**config.mk**
```make
export PLATFORM = sky130hd
export DESIGN_NAME = i2c_slave_rx_ctrl_flat
export DESIGN_NICKNAME = d
export VERILOG_FILES = /design/src/rtl/i2c_pkg.sv /design/src/rtl/i2c_slave_rx_ctrl_if.sv /design/src/rtl/i2c_rx_buf.sv /design/src/rtl/i2c_slave_rx_ctrl.sv /design/src/flat_wrapper.sv
export SDC_FILE = /design/constraint.sdc
export NUM_CORES = 1
export LEC_CHECK = 0
export CAP_MARGIN = 20
export CORE_MARGIN = 5
export CORE_UTILIZATION = 46
export CTS_BUF_LIST = sky130_fd_sc_hd__clkbuf_8 sky130_fd_sc_hd__clkbuf_16
export CTS_CLUSTER_DIAMETER = 30
export CTS_CLUSTER_SIZE = 20
export DETAILED_ROUTE_END_ITERATION = 8
export HOLD_SLACK_MARGIN = 0.03
export PLACE_DENSITY = 0.79
export REMOVE_ABC_BUFFERS = 1
export SYNTH_ARGS = -nofsm -noshare
export SYNTH_HDL_FRONTEND = slang
export SYNTH_SLANG_ARGS = --single-unit
```
**constraint.sdc**
```tcl
create_clock -name clk -period 1.6 [get_ports clk]
set_clock_uncertainty 0.1 [all_clocks]
set_input_delay 0.24 -clock clk [delete_from_list [all_inputs] [get_ports clk]]
set_output_delay 0.24 -clock clk [all_outputs]
set_load 0.02 [all_outputs]
```
**src/rtl/i2c_pkg.sv**
```systemverilog
// Shared I2C definitions: FSM state encoding, ACK/NACK levels, address width
// and an address-match helper used by the slave receive sequencer.
package i2c_pkg;

   localparam int   I2C_ADDR_W = 7;
   localparam logic I2C_ACK    = 1'b0;
   localparam logic I2C_NACK   = 1'b1;

   typedef enum logic [2:0] {
      ST_IDLE,
      ST_ADDR,
      ST_ADDR_ACK,
      ST_DATA,
      ST_DATA_ACK,
      ST_WAIT_STOP
   } i2c_state_e;

   // Address byte matches when the upper seven bits equal the slave address and
   // the direction bit requests a write (slave receives).
   function automatic logic addr_match(input logic [7:0] addr_byte,
                                       input logic [I2C_ADDR_W-1:0] slave_addr);
      return (addr_byte[7:1] == slave_addr) && (addr_byte[0] == 1'b0);
   endfunction

endpackage

```
**src/rtl/i2c_slave_rx_ctrl_if.sv**
```systemverilog
// Bundle of the bit-layer (I2C_read / I2C_write) signals, bus events and the
// user-side receive handshake seen by the slave receive sequencer.
interface i2c_slave_rx_ctrl_if;

   // bit receiver
   logic       rd_en;
   logic       is_byte;
   logic       rd_ld;
   logic       data_o;
   logic       rd_finish;
   // bus events
   logic       get_start;
   logic       get_stop;
   logic       bus_err;
   // bit transmitter (ACK slot)
   logic       wr_en;
   logic       wr_bit;
   logic       wr_finish;
   // user side
   logic [7:0] rx_data;
   logic       rx_valid;
   logic       rx_ready;
   // status pulses
   logic       addr_hit;
   logic       frame_end;
   logic       ovf_err;
   logic       err;

   modport slave (
      output rd_en, is_byte, wr_en, wr_bit, rx_data, rx_valid,
             addr_hit, frame_end, ovf_err, err,
      input  rd_ld, data_o, rd_finish, get_start, get_stop, bus_err,
             wr_finish, rx_ready
   );

   modport master (
      input  rd_en, is_byte, wr_en, wr_bit, rx_data, rx_valid,
             addr_hit, frame_end, ovf_err, err,
      output rd_ld, data_o, rd_finish, get_start, get_stop, bus_err,
             wr_finish, rx_ready
   );

endinterface

```
**src/rtl/i2c_rx_buf.sv**
```systemverilog
// One-entry valid/ready holding register. A load overwrites the entry and
// sets valid; an accept (valid & ready) without a load empties it. Loading in
// the same cycle as an accept keeps valid high with the new byte.
module i2c_rx_buf #(
   parameter int W = 8
) (
   input  logic         clk,
   input  logic         rst_n,
   input  logic         load_i,
   input  logic [W-1:0] din_i,
   input  logic         accept_i,
   output logic         valid_o,
   output logic [W-1:0] data_o
);

   logic         valid_q;
   logic [W-1:0] data_q;

   // Entry register: load has priority over the consumer draining it.
   always_ff @(posedge clk or negedge rst_n) begin
      if (!rst_n) begin
         valid_q <= 1'b0;
         data_q  <= '0;
      end else if (load_i) begin
         valid_q <= 1'b1;
         data_q  <= din_i;
      end else if (valid_q && accept_i) begin
         valid_q <= 1'b0;
      end
   end

   assign valid_o = valid_q;
   assign data_o  = data_q;

endmodule

```
**src/rtl/i2c_slave_rx_ctrl.sv**
```systemverilog
// Slave-receiver sequencer: frames bytes from I2C_read, checks the address,
// drives ACK/NACK slots through I2C_write and hands data bytes to the user
// through a one-entry buffer that lives independently of the FSM.
module i2c_slave_rx_ctrl
   import i2c_pkg::*;
#(
   parameter logic [I2C_ADDR_W-1:0] SLAVE_ADDR = 7'h50
) (
   input logic               clk,
   input logic               rst_n,
   i2c_slave_rx_ctrl_if.slave bus
);

   i2c_state_e state_q, state_d;
   logic [7:0] sh_q, sh_d;
   logic       ack_q, ack_d;          // ACK level chosen for the pending data slot
   logic       gap_q, gap_d;          // forces one idle cycle between bit-layer enables
   logic       hit_q, hit_d;          // address matched since the last START
   logic       addr_hit_q, addr_hit_d;
   logic       frame_end_q, frame_end_d;
   logic       ovf_q, ovf_d;
   logic       err_q, err_d;

   logic [7:0] sh_in;
   logic       rd_en_w;
   logic       wr_en_w;
   logic       buf_load;
   logic       buf_valid;
   logic [7:0] buf_data;
   logic       buf_can_load;

   // The bit strobed together with rd_finish must be part of the byte.
   assign sh_in        = bus.rd_ld ? {sh_q[6:0], bus.data_o} : sh_q;
   assign rd_en_w      = ((state_q == ST_ADDR) || (state_q == ST_DATA)) && !gap_q;
   assign wr_en_w      = ((state_q == ST_ADDR_ACK) || (state_q == ST_DATA_ACK)) && !gap_q;
   assign buf_can_load = !buf_valid || bus.rx_ready;

   // State and status registers.
   always_ff @(posedge clk or negedge rst_n) begin
      if (!rst_n) begin
         state_q     <= ST_IDLE;
         sh_q        <= 8'h00;
         ack_q       <= I2C_NACK;
         gap_q       <= 1'b0;
         hit_q       <= 1'b0;
         addr_hit_q  <= 1'b0;
         frame_end_q <= 1'b0;
         ovf_q       <= 1'b0;
         err_q       <= 1'b0;
      end else begin
         state_q     <= state_d;
         sh_q        <= sh_d;
         ack_q       <= ack_d;
         gap_q       <= gap_d;
         hit_q       <= hit_d;
         addr_hit_q  <= addr_hit_d;
         frame_end_q <= frame_end_d;
         ovf_q       <= ovf_d;
         err_q       <= err_d;
      end
   end

   // Next-state logic with event priority bus_err > STOP > START > finish.
   always_comb begin
      state_d     = state_q;
      sh_d        = sh_q;
      ack_d       = ack_q;
      gap_d       = 1'b0;
      hit_d       = hit_q;
      addr_hit_d  = 1'b0;
      frame_end_d = 1'b0;
      ovf_d       = 1'b0;
      err_d       = 1'b0;
      buf_load    = 1'b0;

      if (bus.bus_err) begin
         state_d = ST_IDLE;
         err_d   = (state_q != ST_IDLE);
         hit_d   = 1'b0;
      end else if (bus.get_stop) begin
         if (state_q != ST_IDLE) begin
            state_d     = ST_IDLE;
            frame_end_d = hit_q;
         end
         hit_d = 1'b0;
      end else if (bus.get_start) begin
         state_d = ST_ADDR;
         sh_d    = 8'h00;
         hit_d   = 1'b0;
      end else begin
         if (rd_en_w) begin
            sh_d = sh_in;
         end
         case (state_q)
            ST_ADDR: begin
               if (rd_en_w && bus.rd_finish) begin
                  gap_d = 1'b1;
                  if (addr_match(sh_in, SLAVE_ADDR)) begin
                     addr_hit_d = 1'b1;
                     hit_d      = 1'b1;
                     state_d    = ST_ADDR_ACK;
                  end else begin
                     state_d = ST_WAIT_STOP;
                  end
               end
            end
            ST_ADDR_ACK: begin
               if (wr_en_w && bus.wr_finish) begin
                  gap_d   = 1'b1;
                  state_d = ST_DATA;
               end
            end
            ST_DATA: begin
               if (rd_en_w && bus.rd_finish) begin
                  gap_d   = 1'b1;
                  state_d = ST_DATA_ACK;
                  if (buf_can_load) begin
                     buf_load = 1'b1;
                     ack_d    = I2C_ACK;
                  end else begin
                     ovf_d = 1'b1;
                     ack_d = I2C_NACK;
                  end
               end
            end
            ST_DATA_ACK: begin
               if (wr_en_w && bus.wr_finish) begin
                  gap_d   = 1'b1;
                  state_d = (ack_q == I2C_ACK) ? ST_DATA : ST_WAIT_STOP;
               end
            end
            default: ;
         endcase
      end
   end

   i2c_rx_buf #(.W(8)) u_rx_buf (
      .clk      (clk),
      .rst_n    (rst_n),
      .load_i   (buf_load),
      .din_i    (sh_in),
      .accept_i (bus.rx_ready),
      .valid_o  (buf_valid),
      .data_o   (buf_data)
   );

   assign bus.rd_en     = rd_en_w;
   assign bus.is_byte   = rd_en_w;
   assign bus.wr_en     = wr_en_w;
   assign bus.wr_bit    = (state_q == ST_ADDR_ACK) ? I2C_ACK :
                          (state_q == ST_DATA_ACK) ? ack_q   : I2C_NACK;
   assign bus.rx_valid  = buf_valid;
   assign bus.rx_data   = buf_data;
   assign bus.addr_hit  = addr_hit_q;
   assign bus.frame_end = frame_end_q;
   assign bus.ovf_err   = ovf_q;
   assign bus.err       = err_q;

endmodule
```
**src/flat_wrapper.sv**
```systemverilog
// flat-port wrapper written by rule: the top's interface ports become plain ports
module i2c_slave_rx_ctrl_flat import i2c_pkg::*;
#(
   parameter logic [I2C_ADDR_W-1:0] SLAVE_ADDR = 7'h50
)
  (clk, rst_n, bus_rd_en, bus_is_byte, bus_wr_en, bus_wr_bit, bus_rx_data, bus_rx_valid, bus_addr_hit, bus_frame_end, bus_ovf_err, bus_err, bus_rd_ld, bus_data_o, bus_rd_finish, bus_get_start, bus_get_stop, bus_bus_err, bus_wr_finish, bus_rx_ready);
  i2c_slave_rx_ctrl_if bus_i ();
  input logic clk;
  input logic rst_n;
  output wire logic [$bits(bus_i.rd_en)-1:0] bus_rd_en;
  output wire logic [$bits(bus_i.is_byte)-1:0] bus_is_byte;
  output wire logic [$bits(bus_i.wr_en)-1:0] bus_wr_en;
  output wire logic [$bits(bus_i.wr_bit)-1:0] bus_wr_bit;
  output wire logic [$bits(bus_i.rx_data)-1:0] bus_rx_data;
  output wire logic [$bits(bus_i.rx_valid)-1:0] bus_rx_valid;
  output wire logic [$bits(bus_i.addr_hit)-1:0] bus_addr_hit;
  output wire logic [$bits(bus_i.frame_end)-1:0] bus_frame_end;
  output wire logic [$bits(bus_i.ovf_err)-1:0] bus_ovf_err;
  output wire logic [$bits(bus_i.err)-1:0] bus_err;
  input wire logic [$bits(bus_i.rd_ld)-1:0] bus_rd_ld;
  input wire logic [$bits(bus_i.data_o)-1:0] bus_data_o;
  input wire logic [$bits(bus_i.rd_finish)-1:0] bus_rd_finish;
  input wire logic [$bits(bus_i.get_start)-1:0] bus_get_start;
  input wire logic [$bits(bus_i.get_stop)-1:0] bus_get_stop;
  input wire logic [$bits(bus_i.bus_err)-1:0] bus_bus_err;
  input wire logic [$bits(bus_i.wr_finish)-1:0] bus_wr_finish;
  input wire logic [$bits(bus_i.rx_ready)-1:0] bus_rx_ready;
  assign bus_rd_en = bus_i.rd_en;
  assign bus_is_byte = bus_i.is_byte;
  assign bus_wr_en = bus_i.wr_en;
  assign bus_wr_bit = bus_i.wr_bit;
  assign bus_rx_data = bus_i.rx_data;
  assign bus_rx_valid = bus_i.rx_valid;
  assign bus_addr_hit = bus_i.addr_hit;
  assign bus_frame_end = bus_i.frame_end;
  assign bus_ovf_err = bus_i.ovf_err;
  assign bus_err = bus_i.err;
  assign bus_i.rd_ld = bus_rd_ld;
  assign bus_i.data_o = bus_data_o;
  assign bus_i.rd_finish = bus_rd_finish;
  assign bus_i.get_start = bus_get_start;
  assign bus_i.get_stop = bus_get_stop;
  assign bus_i.bus_err = bus_bus_err;
  assign bus_i.wr_finish = bus_wr_finish;
  assign bus_i.rx_ready = bus_rx_ready;
  i2c_slave_rx_ctrl #(.SLAVE_ADDR(SLAVE_ADDR)) u_core (.clk(clk), .rst_n(rst_n), .bus(bus_i));
endmodule
```
---- Yosys cells after proc, flatten, opt, wreduce, memory -nomap -nowiden ----
Index checks and enable logic that the tools add are counted.
storage, ports and cells
  word-level logic and storage cells ...... 101
  bits in registers ....................... 27
  output and inout bits ................... 17
operators by class
  equal/unequal tests ..................... 10
  reduce and logical (&&, ||, !) cells .... 24
  mux-type cells .......................... 52
  bitwise operators ....................... 4
operators by type and width
  operator                                                count
  two-way mux 1 bit                                       37
  two-way mux 3 bit                                       10
  two-way mux 8 bit                                       3
  inequality test 5 bit (second input constant)           4
  one-hot mux 3 bit (4 select lines)                      1
  nonzero test 4 bit                                      3
  == test 7 bit (second input constant)                   1
  nonzero test 7 bit                                      1
  == test 3 x 2 -> 1 bit (second input constant)          2
  logical AND 1 bit                                       6
  AND reduction 3 bit                                     2
  AND reduction 6 bit                                     1
  AND reduction 5 bit                                     1
  inverter 1 bit                                          4
  nonzero test 2 bit                                      2
  OR reduction 2 bit                                      2
  == test 3 x 1 -> 1 bit (second input constant)          1
  == test 3 bit (second input constant)                   1
  logical OR 1 bit                                        3
  inequality test 3 x 1 -> 1 bit (second input constant)  1
  nonzero test 3 bit                                      1
  logical NOT 1 bit                                       2
  one-hot mux 1 bit (2 select lines)                      1

---- Longest topological paths before layout ----
  depth after elaboration ................. 10
  mapped depth ............................ 6
  mapped depth without buffers ............ 5

---- Cells and area by module ----
From an unflattened synthesis, not the netlist that was laid out.
second synthesis, totals
  cell total of the unflattened synthesis .. 109
  area, all modules ....................... 1401.3 um^2
modules (own cells, without submodules)
  module             cells an instance  instances  area each (um^2)  seq. area each (um^2)
  i2c_slave_rx_ctrl  89                 1          1032.2            451.7
  i2c_rx_buf         20                 1          369.1             225.2

---- Worst setup path after synthesis ----
OpenSTA, ideal clock, no wires.
  kind .................................... register to register
  start point ............................. reg u_core.state_q[2]
  end point ............................... reg u_core.sh_q[4]
  arrival time ............................ 1.674 ns
  data required time ...................... 1.379 ns
  setup slack ............................. -0.295 ns
  stages on the path, launching flop included .. 6
  path buffers ............................ 1
  period minus slack after synthesis ...... 1.895 ns
  setup time .............................. 0.121 ns
  path through ............................ dfrtp_1 > buf_4 > nor3b_1 > a21o_1 > nand2_1 > a22o_1
on the way
  longest elaborated chain between the ends .. 5
ends and longest elaborated chain
  item                                                              line                     RTL
  from (decl)                                                       i2c_slave_rx_ctrl.sv:14  i2c_state_e state_q, state_d;
  from (signal assigned)                                            i2c_slave_rx_ctrl.sv:51  state_q <= state_d;
  == test 3 x 1 -> 1 bit or == test 3 x 2 -> 1 bit (tied branches)  i2c_slave_rx_ctrl.sv:34  assign rd_en_w = ((state_q == ST_ADDR) || (state_q == ST_DATA)) && !gap_q;
  logical OR 1 bit (*)                                              i2c_slave_rx_ctrl.sv:34
  logical AND 1 bit (*)                                             i2c_slave_rx_ctrl.sv:34
  net bus_is_byte                                                   flat_wrapper.sv:11       output wire logic [$bits(bus_i.is_byte)-1:0] bus_is_byte;
  nonzero test 2 bit (no source line) (*)                           -
  AND reduction 3 bit (no source line) (*)                          -
  to (signal assigned)                                              i2c_slave_rx_ctrl.sv:42  sh_q <= 8'h00;
  to (signal assigned)                                              i2c_slave_rx_ctrl.sv:52  sh_q <= sh_d;
  to (decl)                                                         i2c_slave_rx_ctrl.sv:15  logic [7:0] sh_q, sh_d;
Mark *: on every way through the listed nets, which the timed path passes. The rest lies on a longest branch.
A chain may end at the register's enable or synchronous reset.

---- Final worst setup path ----
  start point ............................. reg u_core.state_q[1]
  end point ............................... reg u_core.state_q[1]
on the way
  longest elaborated chain between the ends .. 6
ends and longest elaborated chain
  item                                            line
  == test 3 x 1 -> 1 bit (tied with other cells)  i2c_slave_rx_ctrl.sv:34, i2c_slave_rx_ctrl.sv:94
  logical OR 1 bit (on tied branches)             i2c_slave_rx_ctrl.sv:34, i2c_slave_rx_ctrl.sv:35
  logical AND 1 bit (on tied branches)            i2c_slave_rx_ctrl.sv:34, i2c_slave_rx_ctrl.sv:35
  logical AND 1 bit (on tied branches)            -
  inequality test 5 bit (no source line)          -
  AND reduction 6 bit (no source line)            -
Several ways; a longest one is shown, not always the timed one.

==> results.md <==
- Counting I/O delays and the setup requirement, the final critical path takes 1.80 ns.
- The total power density per cell area is 583 mW/mm².
- Entering global routing, the biggest net connects 28 pins.
- The first global-routing pass estimated 6480 µm of wire.
- Synthesis produced a netlist whose cell count is about 130.
- The post-placement setup slack is -0.498 ns.
- The final reports fail on setup timing.
- The per-instance average area after synthesis is 10.9 µm².
- The final antenna diode count is 0.
- The initial utilization of the core area, before any placement, comes to about half.
- The setup TNS is -1.14 ns.
- The number of failing hold endpoints at the final stage is 0.
- TritonCTS built the clock tree.
- The max-slew headroom at the worst pin is between 70% and 80%.
- The number of library cell types mapped by synthesis is 42.
- The area of the placeable core is 0.00281 mm².
- The floorplan die height is 64.8 µm.
- The critical path's slowest cell is sky130_fd_sc_hd__dfrtp_2.
- The sequential cell area fraction in the yosys report is 49.1%.
- In the layout the commonest cells are sky130_fd_sc_hd__buf_4, sky130_fd_sc_hd__dfrtp_1, sky130_fd_sc_hd__clkdlybuf4s50_1.
- The number of I/O port buffers is 26.
- After layout, the worst setup slack is -0.200 ns.
- The total CTS buffers is 3.
- The final antenna-violating net count is 0.
- The initial antenna violation count is 0.
- The layout cell share with drive strength beyond 1 is 49.2%.
- At the pin with the least slew margin, the transition time is between 0.3 and 0.4 ns.
- The clock insertion delay at the later pin of the skew report is 0.29 ns.
- The total vias in the final route is 1389.
- The global-route usage over all layers is about a fifth.
- The element type at the critical path start is a flip-flop.
- In the routed layout, each cell is associated on average with a via count of 6.09.
- Clock tree synthesis found a total of 27 sinks.
- Data on the critical path is required at its endpoint by 1.67 ns.
- The number of fill cells in the layout is 142.
- The most common cell after layout, fill and taps aside is sky130_fd_sc_hd__buf_4.
- The hold buffer count at cts is 0.
- The area growth from synthesis to layout is 67.1%.
- At the end of the flow the core is filled with cells to 82.1%.
- Routability-driven placement finished with a final weighted congestion of around 0.90.
- The reported leakage power is 1.22 nW.
- The die covers around 0.0042 mm².
- The maximum frequency from static timing analysis is 556 MHz.
- The root buffer selected by CTS is sky130_fd_sc_hd__clkbuf_8.
- The initial detailed-routing violation count is 71.
- The share of the clock period used by the worst path is 112%.
- The remaining routing DRC violations is 0.
- The die is 64.8 µm wide.
- The iteration count of the initial detailed-routing pass is 4.
- The reported max-cap violation count is 0.
- The half-perimeter wire length of the detailed placement result is 2650 µm.
- The number of endpoints failing setup at the final stage is 24.
- Walking the worst path, the cells encountered are buf_6 -> nor3_4 -> buf_4 -> and3b_2 -> nand2_2 -> inv_2 -> a32o_1.
- In this run, placement finished with an instance count of 213.
- The kind of cell adding the most delay to the critical path is simple AND/OR/NAND/NOR gates.
- In this run the critical register-to-register path is launched from u_core.state_q[1].
- The endpoint identified for the worst register-to-register timing path is u_core.state_q[1].
- Synthesis inferred 27 register bits.
- The final count of pins violating max slew is 0.
- In this run the number of H-tree levels came out at 1.
- The critical path buffer and inverter count is 3.
- The clock transition at the register clock pins on the worst setup and hold paths after CTS is 0.10 ns.
- The biggest cell delay along the critical path is 0.49 ns.
- The kind of end point of the critical path is a flip-flop.
- The number of warnings printed during yosys synthesis is 0.
- Setup repair after global routing could not meet its margin everywhere.
- The reg-to-reg setup timing slack is -0.20 ns.
- The run finished, with violations left.
- The number of global-route vias before repair is around 1300.
- The critical path in this run is classified as flip-flop to flip-flop.
- The maximum fanout along the worst path is 6.
- The I/O pin count is 27.
- Row generation in the floorplan step produced 19 rows.
- In the final routed layout, each cell accounts on average for 21.7 µm.
- Wires add up to 4940 µm.
- The final layout contains 208 nets.
- The final hold slack is 0.218 ns.
- Summing every instance area after synthesis gives approximately 0.0014 mm².
- Across the VDD grid, the largest voltage drop is between 400 and 500 µV.
- Excluding fillers, the count of instances in the completed layout stands at 228.
- Counting cells, the worst reg-to-reg path comes to 7.
- For this run the aggregate overflow at the end of global routing stands at 0.
- For the worst setup path, the data arrival time is 1.87 ns.
- The worst hold path belongs to the class input port to async pin.
- The maximum root-to-sink buffer count is 2.
## power by group
part / switching (mW) / leakage (nW) / internal, mW
Combinational: 0.115 / 0.832 / 0.129
Sequential: 0.00806 / 0.365 / 0.688
Clock: 0.230 / 0.0269 / 0.173
Total: 0.352 / 1.22 / 0.991
## metal layers
layer | share of wire (%) | global-route usage (%)
met1 | 41 | 26.1
met2 | 50 | 32.7
met3 | 5.5 | 3.45
met4 | 3.9 | 8.97
met5 | 0 | 0
## synth_stat cells, drive strengths merged
library cell  instances  area (µm²)
dfrtp                26         651
nand2                14        52.6
o21ai                11        55.1
mux2i                10         104
a22o                  8        70.1
nand2b                6        37.5
buf                   5        30.0
nor2                  5        18.8
inv                   4        15.0
nor3                  4        30.0
and4bb                3        37.5
a21boi                2        18.8
nand3                 2        10.0
nor3b                 2        20.0
o211ai                2        15.0
o21bai                2        15.0
or3b                  2        17.5
a21o                  1        7.51
a21oi                 1        5.00
a22oi                 1        7.51
a32o                  1        10.0
and3b                 1        8.76
dfstp                 1        26.3
nand4                 1        12.5
nor2b                 1        6.26
nor4                  1        12.5
nor4b                 1        15.0
o2111ai               1        8.76
o22a                  1        8.76
o22ai                 1        6.26
o31a                  1        8.76
o32ai                 1        8.76
or3                   1        6.26
or4b                  1        13.8
xnor2                 1        8.76
## area by class of cell
type,instances,area [µm²],area share [%]
clock buffer,3,41.3,1.79
clock inverter,1,3.75,0.163
inverter,4,15.0,0.652
multi-input combinational,90,833,36.2
sequential,27,682,29.6
tap,31,38.8,1.68
timing repair buffer,72,689,29.9
## metrics by stage
| stage | instance area, µm² | total power, mW |
|---|---|---|
| 6_report | 2300 | 1.34 |
| 5_1_grt | 2300 | 1.39 |
| 4_1_cts | 2050 | 1.28 |
| 3_5_place_dp | 1910 | 0.896 |
| 3_3_place_gp | 1910 | 0.889 |
| 2_1_floorplan | 1350 | 0.773 |
## worst reg2reg max path, stage by stage (launching register included)
cell	delay (ns)
sky130_fd_sc_hd__dfrtp_2	0.49
sky130_fd_sc_hd__buf_6	0.15
sky130_fd_sc_hd__nor3_4	0.19
sky130_fd_sc_hd__buf_4	0.15
sky130_fd_sc_hd__and3b_2	0.22
sky130_fd_sc_hd__nand2_2	0.09
sky130_fd_sc_hd__inv_2	0.06
sky130_fd_sc_hd__a32o_1	0.24
## cell families after synthesis
| family | count (synthesis) | synth area share (%) |
|---|---|---|
| xor gates and xnor gates | 1 | 0.635 |
| buffers and inverters | 9 | 3.27 |
| and+or+nand+nor | 45 | 21.7 |
| muxes | 10 | 7.53 |
| DFF | 27 | 49.1 |
| AOI/OAI and AO/OA | 34 | 17.8 |
## repair_timing
item                                    4_1_cts  5_1_grt
setup buffers                                 8        1
gates resized for setup                      33       56
pin swaps                                     4       30
endpoints found under the hold margin         0        0
endpoints found under the setup margin       23       36
gates cloned                                  0        2
## sequential cells by signal, summed over array words and instances (netlist names)
register	count
u_core.bus.ovf_err	1
u_core.bus.frame_end	1
u_core.ack_q	1
u_core.sh_q	8
u_core.gap_q	1
u_core.bus.err	1
u_core.bus.addr_hit	1
u_core.u_rx_buf.data_o	8
u_core.hit_q	1
u_core.state_q	3
u_core.u_rx_buf.valid_o	1
## how the worst max path moves through the flow
stage,cells after the start,startpoint,end
2_1_floorplan,4,u_core.state_q[2],u_core.sh_q[4]
3_3_place_gp,5,bus_rd_ld,u_core.hit_q
3_5_place_dp,5,bus_rd_ld,u_core.hit_q
4_1_cts,4,u_core.sh_q[6],u_core.hit_q
5_1_grt,7,u_core.state_q[0],u_core.state_q[1]
6_report,7,u_core.state_q[1],u_core.state_q[1]
Note: power is estimated with default switching activity, not from simulation.
==> variant 1: new RTL, config.mk and constraints unchanged <==
`sh_q` no longer has a reset.
--- a/src/rtl/i2c_slave_rx_ctrl.sv
+++ b/src/rtl/i2c_slave_rx_ctrl.sv
@@ -39,7 +39,6 @@
    always_ff @(posedge clk or negedge rst_n) begin
       if (!rst_n) begin
          state_q     <= ST_IDLE;
-         sh_q        <= 8'h00;
          ack_q       <= I2C_NACK;
          gap_q       <= 1'b0;
          hit_q       <= 1'b0;
@@ -49,7 +48,6 @@
          err_q       <= 1'b0;
       end else begin
          state_q     <= state_d;
-         sh_q        <= sh_d;
          ack_q       <= ack_d;
          gap_q       <= gap_d;
          hit_q       <= hit_d;
@@ -58,6 +56,10 @@
          ovf_q       <= ovf_d;
          err_q       <= err_d;
       end
+   end
+
+   always_ff @(posedge clk) begin
+      sh_q <= sh_d;
    end
 
    // Next-state logic with event priority bus_err > STOP > START > finish.
Function: no difference found for any inputs over 10 cycles, from zero or initial values and one cycle with rst_n low; that may be too few to reach the edited logic, so the function may still have changed.
==> variant 1 against the unedited design <==
The run still ends with setup timing left; area after synthesis grew 0.91%; critical path depth shrank 3; critical path type unchanged; clock power shrank 8.9%; setup slack gained 0.096 ns; design area shrank 2.1%; total power grew 5.3%; wire length shrank 9.9%; sequential cell count is the same; highest routed layer unchanged; fmax grew 5.6%; die area grew 0.76%; critical endpoint is now u_core.u_rx_buf.data_o[5]; non-clock buffer count shrank 2; first-iteration DRC count grew 25%.
==> variant 1: results (changes against the unedited design) <==
stage,metric,value,unit,change
run_status,outcome,finished with violations,,
run_status,violations,setup timing,,
route,wl_met2,2.52,mm,+2.3%
placed_design,dp_hpwl,2.74,mm,+3.5%
clocking,clock_latency,0.27,ns,-0.02 ns
finish,post_route_cells_drive_above_1_share,49.5,%,+0.26 points
placed_design,gp_congestion,0.922,,+3.0%
yosys,synth_cells,131,,+4.0%
power_and_ir_drop,p_int,1.05,mW,+6.2%
worst_setup_path,reg2regPathDepth,4,,-3
worst_setup_path,crit_slowest_cell,or4b_4,,
route,drt_iter0_drc,89,,+25%
worst_setup_path,r2r_start,u_core.state_q[2],,
yosys,synth_common_cells,"18 x dfrtp_1, 14 x nor2_1, 8 x edfxtp_1",,
sta,fin_setup_tns,-1.04,ns,+0.104 ns
grt,met1_usage,22.1,%,-3.9 points
route,wl_met1,1.64,mm,-19%
grt,grt_pass1_vias,1421,,+8.3%
power_and_ir_drop,leakagePower,1.12,nW,-8.5%
sta,finalSetupViolCount,15,,-38%
worst_setup_path,worstPathMaxFanout,7,,+1
sta,relSlewSlack,70.7,%,-6.6 points
power_and_ir_drop,irDropWorstVdd,0.419,mV,-1.4%
worst_setup_path,cpPeakStageDelay,0.59,ns,+0.10 ns
sta,setup_ws,-0.104,ns,+0.0960 ns
yosys,async_reset_ff_share,70.4,%,-30 points
[variant 1: metrics by stage]
stage               cell area, µm²  hold slack, ns
floorplan                     1340          -0.156
global placement              1950           0.368
detailed placement            1950           0.374
CTS                           2100           0.223
global route                  2260           0.239
finish                        2260           0.210
[variant 1: worst max path at each step]
stage | end | start | depth (start not counted)
final | u_core.u_rx_buf.data_o[5] | u_core.state_q[2] | 4
after global routing | u_core.state_q[2] | u_core.gap_q | 5
after CTS | u_core.u_rx_buf.data_o[5] | u_core.state_q[2] | 3
after detailed placement | u_core.u_rx_buf.data_o[5] | bus_get_start | 4
after global placement | u_core.u_rx_buf.data_o[5] | bus_get_start | 4
after floorplan | u_core.sh_q[0] | u_core.state_q[2] | 3
[variant 1: power groups by stage]
stage	Clock [mW]	Combinational, mW	Sequential (mW)
floorplan	0	0.0833	0.756
detailed placement	0	0.242	0.754
global route	0.414	0.320	0.748
CTS	0.377	0.263	0.743
global placement	0	0.233	0.753
finish	0.367	0.302	0.746
[variant 1: layout make-up]
| type | count | area share [%] |
|---|---|---|
| timing repair buffer | 70 | 26.8 |
| sequential | 27 | 31.9 |
| clock buffer | 3 | 1.83 |
| multi-input combinational | 91 | 36.4 |
| inverter | 6 | 0.998 |
| clock inverter | 1 | 0.166 |
| tap | 33 | 1.83 |
[variant 1: logic make-up after synthesis]
group	synth area share, %
and+or+nand+nor	20.9
DFF	51.5
buffers and inverters	5.58
muxes	4.32
AOI/OAI and AO/OA	17.1
xor gates and xnor gates	0.630
[variant 1: repair_timing]
| item | CTS | global route |
|---|---|---|
| hold buffers | 0 | 0 |
| resized for setup | 50 | 30 |
| setup buffers | 1 | 2 |
| pin swaps | 15 | 5 |
| endpoints found under the setup margin | 29 | 35 |
| gates cloned | 2 | 0 |
==> variant 2: new RTL, same flow settings <==
Without the edit above. Encoding of `i2c_state_e`: now Gray code (3 bits for 6 states).
--- a/src/rtl/i2c_pkg.sv
+++ b/src/rtl/i2c_pkg.sv
@@ -7,12 +7,12 @@
    localparam logic I2C_NACK   = 1'b1;
 
    typedef enum logic [2:0] {
-      ST_IDLE,
-      ST_ADDR,
-      ST_ADDR_ACK,
-      ST_DATA,
-      ST_DATA_ACK,
-      ST_WAIT_STOP
+      ST_IDLE      = 3'b000,
+      ST_ADDR      = 3'b001,
+      ST_ADDR_ACK  = 3'b011,
+      ST_DATA      = 3'b010,
+      ST_DATA_ACK  = 3'b110,
+      ST_WAIT_STOP = 3'b111
    } i2c_state_e;
 
    // Address byte matches when the upper seven bits equal the slave address and
Formal check against the unedited RTL: no difference found for any inputs over 10 cycles, from zero or initial values and one cycle with rst_n low; not proved beyond that.
==> variant 2 against the unedited design <==
The flow still finishes with violations (setup timing); total power shrank 7.3%; design area shrank 12%; setup slack worse by 0.072 ns; area after synthesis shrank 3.4%; sequential share of layout area increased by 3.9 points; cell count down 12%; wire length fell by 30%; sequential cell count unchanged; synthesized cell count is 10% lower; largest cell class unchanged.
==> variant 2: results (changes against the unedited design) <==
stage,metric,value,unit,change
worst_setup_path,reg2reg_to,u_core.u_rx_buf.data_o[2],,
grt,grt_use_met2,28.0,%,-4.7 points
placed_design,dpl_cell_area,1780,µm²,-6.9%
grt,grt_pass1_vias,1230,,-6.3%
sta,setup_ws,-0.272,ns,-0.0719 ns
placed_design,dp_hpwl,2.27,mm,-14%
grt,grt_util_met3,3.68,%,+0.22 points
grt,grt_max_degree,28,,unchanged
grt,track_usage,16.4,%,-3.7 points
power_and_ir_drop,pwr-share-comb,13.1,%,-5.1 points
grt,met1_usage,18.3,%,-7.8 points
placed_design,io_buffers,26,,unchanged
sta,whs,0.228,ns,+0.00978 ns
placed_design,gp_congestion,0.993,,+11%
clocking,root_buffer,clkbuf_8,,
worst_setup_path,reg2regPathDepth,5,,-2
clocking,clock_latency,0.28,ns,
worst_setup_path,cpPeakStageDelay,0.47,ns,-0.02 ns
run_status,outcome,finished with violations,,
route,wl_per_cell,17.3,µm,-20%
finish,fillCellCount,184,,+30%
grt,grt_antenna_before_repair,0,,unchanged
yosys,yosys-top-cells-area,"dfrtp_1 49%, mux2_2 7.6%, a22o_1 5.3%",,
yosys,yosysSeqAreaShare,50.8,%,+1.8 points
grt,grt_pass1_wl,5.41,mm,-17%
yosys,synth_common_cells,"26 x dfrtp_1, 9 x mux2_2, 8 x a22o_1",,
yosys,ys_warn_count,0,,unchanged
clocking,cts.clk_slew.worst_paths,0.09,ns,
run_status,violations,setup timing,,
worst_setup_path,path_delay_family,simple AND/OR/NAND/NOR gates,,
power_and_ir_drop,p_clk,0.387,mW,-4%
sta,relSlewSlack,76.8,%,-0.52 points
power_and_ir_drop,p_int,0.946,mW,-4.5%
route,viasPerCell,5.62,,-7.8%
yosys,synth_cell_types,41,,-2.4%
power_and_ir_drop,leakagePower,1.09,nW,-11%
sta,finalSetupViolCount,26,,+8.3%
route,drt_iter0_drc,25,,-65%
worst_setup_path,cp.arrival,1.94,ns,+0.07 ns
power_and_ir_drop,irDropWorstVdd,0.816,mV,+92%
worst_setup_path,r2r_start,u_core.state_q[0],,
finish,diodes,0,,unchanged
power_and_ir_drop,finalPower,1.24,mW,-7.3%
finish,nets,181,,-13%
clocking,htree_levels,1,,unchanged
finish,post_route_cells_drive_above_1_share,45.9,%,-3.4 points
clocking,cts_buffers,3,,unchanged
yosys,async_reset_ff_share,100,%,unchanged
## variant 2: cell type report
type                    count  area (µm²)  share of cell area (%)
inverters                   5        18.8                   0.923
flip-flops and latches     27         681                    33.5
clock buffers               3        41.3                    2.03
clock inverters             1        5.00                   0.246
repair buffers             60         539                    26.5
well taps                  31        38.8                    1.91
multi-input cells          74         711                    34.9
## variant 2: routing by layer
layer	routed length, µm	part of all wire [%]	vias up
met2	1810	52	35
met5	0	0	-
met1	1390	40	560
met3	186	5.4	11
met4	80	2.3	0
li1	-	-	523
## variant 2: logic make-up after synthesis
kind of cell    count (synthesis)  share of synthesized area, %
simple gates                   33                          15.2
flops                          27                          50.8
compound gates                 22                          13.2
mux                            17                          14.5
buf+inv                        12                          4.98
xor+xnor                        2                          1.32
## variant 2: worst max-delay path by stage
stage	startpoint	slack, ns	end
after floorplan	u_core.state_q[0]	-0.42	u_core.u_rx_buf.data_o[4]
after global placement	bus_rd_finish	-0.38	u_core.u_rx_buf.data_o[5]
after detailed placement	bus_rd_finish	-0.45	u_core.u_rx_buf.data_o[4]
after CTS	u_core.state_q[0]	-0.22	u_core.u_rx_buf.data_o[0]
after global routing	u_core.state_q[0]	-0.36	u_core.u_rx_buf.data_o[0]
final	u_core.state_q[0]	-0.27	u_core.u_rx_buf.data_o[2]
## variant 2: repair_timing
action	4_1_cts	5_1_grt
buffers inserted	3	4
pin swaps	7	7
cloned	0	1
resized for setup	38	30
setup endpoints to repair	28	34
## variant 2: stage by stage
stage / setup TNS (ns) / std cells / worst slack (ns)
floorplan: -3.78 / 106 / -0.419
global placement: -7.83 / 189 / -0.378
detailed placement: -9.31 / 189 / -0.454
CTS: -2.79 / 196 / -0.222
global route: -6.82 / 201 / -0.358
finish: -4.77 / 201 / -0.272
